===== config.mk =====
export PLATFORM = sky130hd
export DESIGN_NAME = pc_redirect_unit
export DESIGN_NICKNAME = d
export VERILOG_FILES = /design/src/rtl/pc_redirect_unit.sv
export SDC_FILE = /design/constraint.sdc
export NUM_CORES = 1
export LEC_CHECK = 0
export BUFFER_PORTS_ARGS = -buffer_cell sky130_fd_sc_hd__buf_2
export CORE_MARGIN = 2
export CORE_UTILIZATION = 56
export DETAILED_ROUTE_END_ITERATION = 7
export PLACE_DENSITY = 0.86
export SETUP_SLACK_MARGIN = 0.02
export SLEW_MARGIN = 20
export SYNTH_ARGS = -nofsm -noshare
export SYNTH_HDL_FRONTEND = slang
export SYNTH_SLANG_ARGS = --single-unit

===== constraint.sdc =====
create_clock -name clk -period 3.69 [get_ports clk]
set_input_delay 0.369 -clock clk [delete_from_list [all_inputs] [get_ports clk]]
set_output_delay 0.369 -clock clk [all_outputs]
set_load 0.01 [all_outputs]

===== src/rtl/pc_redirect_unit.sv =====
// Fetch PC register with sequential/branch update, CSR flush/return and prioritised
// masked interrupts; a redirect raised under stall is held in a slot until the stall clears.
module pc_redirect_unit #(
  parameter int unsigned     XLEN      = 32,
  parameter logic [XLEN-1:0] RESET_VEC = '0,
  parameter int unsigned     NUM_IRQ   = 4,
  parameter bit              VECTORED  = 1'b1,
  parameter int unsigned     IALIGN    = 4,
  localparam int unsigned    CW        = (NUM_IRQ > 1) ? $clog2(NUM_IRQ) : 1
) (
  input  logic               clk,
  input  logic               reset,
  input  logic               write_en,
  input  logic [XLEN-1:0]    pc_in,
  input  logic               im_stall,
  input  logic               dm_stall,
  input  logic               csr_stall,
  input  logic [NUM_IRQ-1:0] irq,
  input  logic [NUM_IRQ-1:0] irq_mask,
  input  logic [XLEN-1:0]    csr_tvec_base,
  input  logic               csr_ret,
  input  logic [XLEN-1:0]    csr_retpc,
  input  logic               csr_flush,
  output logic [XLEN-1:0]    pc_out,
  output logic [NUM_IRQ-1:0] irq_ack,
  output logic [CW-1:0]      irq_cause,
  output logic               redirect_pend,
  output logic               misalign_err
);

  localparam int unsigned LSB = (IALIGN == 2) ? 1 : 2;

  typedef enum logic {ST_RUN = 1'b0, ST_PEND = 1'b1} state_e;

  state_e             state_q, state_d;
  logic [XLEN-1:0]    pc_q, pc_d;
  logic [XLEN-1:0]    slot_q, slot_d;
  logic [NUM_IRQ-1:0] irq_q;
  logic [NUM_IRQ-1:0] pend_q, pend_d;
  logic [NUM_IRQ-1:0] ack_q, ack_d;
  logic [CW-1:0]      cause_q, cause_d;
  logic               mis_q, mis_d;

  logic               stall;
  logic [NUM_IRQ-1:0] rise;
  logic [NUM_IRQ-1:0] avail;
  logic               sel_valid;
  logic [CW-1:0]      sel_idx;
  logic [NUM_IRQ-1:0] sel_onehot;
  logic [NUM_IRQ-1:0] take;
  logic [XLEN-1:0]    base_al;
  logic [XLEN-1:0]    target;
  logic [XLEN-1:0]    pc_aligned;
  logic               misaligned;

  assign stall      = im_stall | dm_stall | csr_stall;
  assign rise       = irq & ~irq_q & irq_mask;
  assign avail      = pend_q & irq_mask;
  assign base_al    = {csr_tvec_base[XLEN-1:2], 2'b00};
  assign target     = VECTORED ? (base_al + ({{(XLEN-CW){1'b0}}, sel_idx} << 2)) : base_al;
  assign pc_aligned = {pc_in[XLEN-1:LSB], {LSB{1'b0}}};
  assign misaligned = |pc_in[LSB-1:0];

  // Lowest-numbered enabled pending line wins.
  always_comb begin
    sel_valid = 1'b0;
    sel_idx   = '0;
    for (int i = NUM_IRQ - 1; i >= 0; i--) begin
      if (avail[i]) begin
        sel_valid = 1'b1;
        sel_idx   = CW'(i);
      end
    end
  end

  always_comb begin
    sel_onehot = '0;
    for (int i = 0; i < NUM_IRQ; i++) begin
      sel_onehot[i] = sel_valid && (sel_idx == CW'(i));
    end
  end

  always_ff @(posedge clk) begin
    if (reset) state_q <= ST_RUN;
    else       state_q <= state_d;
  end

  always_comb begin
    state_d = state_q;
    case (state_q)
      ST_RUN:  if (!csr_flush && (csr_ret || sel_valid) && stall) state_d = ST_PEND;
      ST_PEND: if (csr_flush || !stall) state_d = ST_RUN;
    endcase
  end

  always_comb begin
    pc_d    = pc_q;
    slot_d  = slot_q;
    ack_d   = '0;
    cause_d = cause_q;
    mis_d   = 1'b0;
    take    = '0;
    case (state_q)
      ST_RUN: begin
        if (csr_flush) begin
          pc_d = RESET_VEC;
        end else if (csr_ret) begin
          if (stall) slot_d = csr_retpc;
          else       pc_d   = csr_retpc;
        end else if (sel_valid) begin
          take    = sel_onehot;
          ack_d   = sel_onehot;
          cause_d = sel_idx;
          if (stall) slot_d = target;
          else       pc_d   = target;
        end else if (write_en && !stall) begin
          pc_d  = pc_aligned;
          mis_d = misaligned;
        end
      end
      ST_PEND: begin
        if (csr_flush) begin
          pc_d = RESET_VEC;
        end else begin
          // A return arriving in the release cycle is the newest redirect, so it is applied directly.
          if (csr_ret) slot_d = csr_retpc;
          if (!stall)  pc_d   = csr_ret ? csr_retpc : slot_q;
        end
      end
    endcase
  end

  assign pend_d = (pend_q & ~take) | rise;

  always_ff @(posedge clk) begin
    if (reset) begin
      pc_q    <= RESET_VEC;
      slot_q  <= '0;
      irq_q   <= '0;
      pend_q  <= '0;
      ack_q   <= '0;
      cause_q <= '0;
      mis_q   <= 1'b0;
    end else begin
      pc_q    <= pc_d;
      slot_q  <= slot_d;
      irq_q   <= irq;
      pend_q  <= pend_d;
      ack_q   <= ack_d;
      cause_q <= cause_d;
      mis_q   <= mis_d;
    end
  end

  assign pc_out        = pc_q;
  assign irq_ack       = ack_q;
  assign irq_cause     = cause_q;
  assign redirect_pend = (state_q == ST_PEND);
  assign misalign_err  = mis_q;

endmodule


After elaboration in Yosys (flattened, before gate mapping)
Index checks and enable logic that the tools add are counted.
{ "op_classes": {"n_bitwise": 13, "muxes": 32, "mul": 0, "div_mod_pow": 0, "magnitude_cmp": 0, "addsub": 1, "eq_ne": 11, "reduce_logical": 17, "n_shift": 0} }
{ "ops": {"columns": ["op", "count"], "rows": [
  ["32-bit 2-to-1 mux", 15],
  ["32-bit case mux with 2 select lines", 2],
  ["32-bit by 4-bit adder with 32-bit output", 1],
  ["4-bit AND", 4],
  ["4-bit 2-to-1 mux", 4],
  ["4-bit AND reduction", 3],
  ["2-bit 2-to-1 mux", 4],
  ["4-bit inequality test (second input constant)", 2],
  ["4-bit NOT", 2],
  ["1-bit logical AND", 7],
  ["1-bit 2-to-1 mux", 6],
  ["2-bit inequality test (second input constant)", 3],
  ["3-bit inequality test (second input constant)", 2],
  ["6-bit OR reduction", 1],
  ["5-bit inequality test (second input constant)", 1],
  ["2-bit equality test (second input constant)", 2],
  ["1-bit NOT", 4],
  ["4-bit bitwise OR", 1],
  ["2-bit by 1-bit equality test with 1-bit output (second input constant)", 1],
  ["1-bit logical NOT", 2],
  ["2-bit logical NOT", 1],
  ["1-bit logical OR", 2],
  ["1-bit bitwise OR", 2],
  ["1-bit case mux with 2 select lines", 1],
  ["2-bit OR reduction", 1]
]} }
{ "word_totals": {"latchBits": 0, "input_bits": 112, "output_inout_bits": 40, "mem_count": 0, "regBits": 80, "ramBits": 0, "word_cells": 82, "rom_bits": 0} }

Logic depth before layout (Yosys ltp)
{ "logic_depth": {"ltp_word": 14, "depth_mapped": 11} }

Worst setup path after synthesis
No wires, ideal clock.
{ "synth_path": {"path_kind": "input -> register", "from": "in irq_mask[2]", "to": "reg slot_q[6]", "setup_slack_ns": 1.210, "arrival_time_ns": 2.362, "t_required_ns": 3.571, "cell_stages": 10, "setup_time_ns": 0.119, "n_path_buf": 1, "cell_sequence": "a22oi_1 > nor2_1 > xor2_1 > ha_1 > a31oi_1 > buf_2 > nor2_1 > xnor2_1 > a21oi_1 > o221a_2"} }
{ "synth_via": {"elab_chain_cells": 10} }
{ "synth_rtl": {"columns": ["item", "line", "source"], "rows": [
  ["start, declared", "19", "input logic [NUM_IRQ-1:0] irq_mask,"],
  ["4-bit AND *", "58", "assign avail = pend_q & irq_mask;"],
  ["2-bit 2-to-1 mux (3 in series)", "69", "if (avail[i]) begin"],
  ["32-bit by 4-bit adder with 32-bit output", "60", "assign target = VECTORED ? (base_al + ({{(XLEN-CW){1'b0}}, sel_idx} << 2)) : base_al;"],
  ["32-bit 2-to-1 mux", "114", "if (stall) slot_d = target;"],
  ["32-bit 2-to-1 mux", "110", "end else if (sel_valid) begin"],
  ["32-bit 2-to-1 mux", "107", "end else if (csr_ret) begin"],
  ["32-bit 2-to-1 mux", "105", "if (csr_flush) begin"],
  ["32-bit case mux with 2 select lines", "103", "case (state_q)"],
  ["end signal, assigned", "146", "slot_q <= slot_d;"],
  ["end, declared", "37", "logic [XLEN-1:0] slot_q, slot_d;"]
]} }
Mark *: on every way between the ends. The rest lies on a longest branch, timed or not. The select of a mux whose other input is x is not followed.
A chain may end at the register's enable or synchronous reset.

Worst setup path after layout
{ "layout_path": {"from": "reg pend_q[1]", "to": "reg pc_q[21], in the netlist pc_out[21]"} }
{ "layout_via": {"elab_chain_cells": 9} }
{ "layout_rtl": {"columns": ["item", "line", "source"], "rows": [
  ["start, declared", "39", "logic [NUM_IRQ-1:0] pend_q, pend_d;"],
  ["start signal, assigned", "148", "pend_q <= pend_d;"],
  ["4-bit AND", "58", null],
  ["2-bit 2-to-1 mux (2 in series)", "69", null],
  ["named net sel_idx[0]", "48", "logic [CW-1:0] sel_idx;"],
  ["32-bit by 4-bit adder with 32-bit output", "60", null],
  ["32-bit 2-to-1 mux", "114", null],
  ["32-bit 2-to-1 mux", "110", null],
  ["32-bit 2-to-1 mux", "107", null],
  ["32-bit 2-to-1 mux", "105", null],
  ["32-bit case mux with 2 select lines", "103", null],
  ["end signal, assigned", "145", "pc_q <= pc_d;"],
  ["end, declared", "36", "logic [XLEN-1:0] pc_q, pc_d;"]
]} }
The timed path passes the listed nets, and every way through them passes these cells. The select of a mux whose other input is x is not followed.

==> run summary <==
CTS clk-pin slew, worst paths - 0.09 ns
VDD IR-drop max - 0.1929 mV
# diodes - 0
Register bit total from synthesis - 80
Post-Syn Nets - 740
# hold bufs at CTS - 0
Final wirelength - 16.68 mm
CP arrival - 3.12 ns
Top_reg_cell synth - dfxtp_1
Ys Warns - 0
Setup Viol. Count Final - 0
DRT antenna net count - 0
GRT Total Usage - 34.01%
Total vias in the final route - 5743
Vias per cell - 6.647
Largest net degree at the start of global routing - 37
Final slew viol count - 0
Vias in the first global route - 5554
Synth cell types - 74
CTS Sinks - 80
Relative slew slack - 24.05%
Port bufs - 149
Post-synth top cells - 83 x nor2_1, 80 x dfxtp_1, 53 x a21oi_1, 52 x nand2_1
Final Wtd Congestion - 0.9332
Most common cell in the synthesized netlist - nor2_1
# rows - 34
Cell count after synthesis - 626
Leak - 2.483 nW
Register area share after synthesis - 32.41%
Power density over cell area - 361.6 mW/mm²
WL/cell - 19.31 µm
Clock tree buffer depth - 2
Element type at the critical path start - flop
Post-synth EDFFs - 0
First-pass DRT Iterations - 6
CTS Buf Count - 9
Cell taking the most area after synthesis - dfxtp_1
RSZ-0062 raised after global routing - false
Final hold violations - 0
Crit path capture type - flop
Initial antenna violation count - 0
Cell area after synthesis - 0.004942 mm²
HPWL after detailed placement - 11.76 mm
Synth area leaders - dfxtp_1 32%, nor2_1 6.3%, a21oi_1 5.4%, nand2_1 3.9%, xor2_1 3.9%
Setup Buffers After CTS - 0
H-tree Lvls - 3
Die area - 0.009593 mm²
Max-Cap Viols - 0
CTS tree - yes
Die H - 97.95 µm
Worst Tran Pin Value - 1.138 ns
Fmax achieved - 349.1 MHz
Post-route DRC - 0
I/O pin total - 152
Area grow syn2layout - 19.57%
CP Class - reg -> reg
First-pass GRT wire length - 26.63 mm
Root Buffer Master - clkbuf_8
Clock skew - 0.005769 ns
Share of layout cells above drive strength 1 - 27.38%
Status - finished clean
Worst Hold Class - in -> reg
Post-CTS resize count - 0
Critical path peak fanout - 14
Nets@finish - 865
Clk Latency, worst-skew pair - 0.36 ns
Post-synth ARST share - 0%
Initial drt markers - 703
Setup tns final - 0 ns
Final worst-path cycle share - 77.63%
Total gr overflow - 0
Syn Area/Cell - 7.895 µm²
Area of the core - 0.008636 mm²
Initial Util - 57.23%
Worst EP required - 3.95 ns
Hold_ws - 0.2391 ns
Min Tclk post-route - 2.865 ns
Die Width - 97.95 µm
Top cell type's share of synthesized area - 32.41%
[metrics by stage]
stage               setup slack, ns  cells  area, µm²  total power, W  utilization, %
floorplan                     1.210    626       4942        0.001287               -
global placement             0.8509    848       5722        0.001468           66.26
detailed placement           0.7195    848       5722        0.001487           66.26
CTS                          0.8439    864       5909        0.002120           68.43
global route                 0.5294    864       5909        0.002228           68.43
finish                       0.8253    864       5909        0.002137           68.43
[cell families (layout without fill, tap and decap cells)]
logic type | count (synthesis) | after routing | synth area share (%)
compound gates | 210 | 210 | 29.87
flops | 80 | 80 | 32.41
mux | 5 | 5 | 1.089
buf+inv | 55 | 185 | 4.633
xor+xnor | 28 | 28 | 4.962
fa+ha+maj | 2 | 2 | 0.5062
simple gates | 246 | 246 | 26.53
[layer usage]
layer	vias to the layer above	track usage, %	share of wire, %
met4	0	18.06	4.0
met2	420	54.37	46
met1	2665	43.72	39
met3	70	6.228	11
met5	-	0	0
li1	2588	-	-
[placed cells by master (no fill, tap or decap), types with 8 or more instances in the layout]
cell      instances
clkbuf_8          9
xor2_1           22
buf_2           149
dfxtp_1          80
a21oi_1          53
nor2b_1          16
a211oi_1         15
o21ai_0          26
nor3_1           35
nand4_1           8
nand3_1           8
nand2_1          52
nor2_1           83
a221oi_1         17
a22oi_1          19
o31ai_1          16
buf_4            14
[state kept, by name (all words and copies together) (netlist names)]
name / count
irq_ack: 4
irq_cause: 2
irq_q: 4
misalign_err: 1
pc_out: 32
pend_q: 4
redirect_pend: 1
slot_q: 32
[where the power goes]
group	leakage (nW)	switching [W]	internal [W]
Clock	0.0920	0.000340	0.000310
Sequential	0.657	0.0000380	0.000920
Combinational	1.73	0.000326	0.000203
Total	2.48	0.000704	0.00143
[critical path: stages (launching register included)]
cell	delay, ns
dfxtp_1	0.44
a32oi_1	0.08
a21oi_1	0.32
ha_1	0.29
nor2_1	0.07
o31a_4	0.40
nor4b_1	0.46
xor2_1	0.14
a221o_1	0.35
a22o_1	0.20
[cell type report]
class                      count  area [µm²]
timing repair buffer         163       850.8
clock buffer                  10       127.6
fill                         734        2726
clock inverter                 6       60.06
sequential                    80        1602
inverter                       6       22.52
tap                          108       135.1
multi-input combinational    491        3112
[final timing paths]
check        depth (start not counted)      endpoint    startpoint  slack (ns)
max                                  9    pc_out[21]     pend_q[1]        0.83
min                                  2      irq_q[1]        irq[1]        0.24
max reg2reg                          9    pc_out[21]     pend_q[1]        0.83
min reg2reg                          2  irq_cause[1]  irq_cause[1]        0.46
No activity file was read; power rests on OpenSTA's default activity.
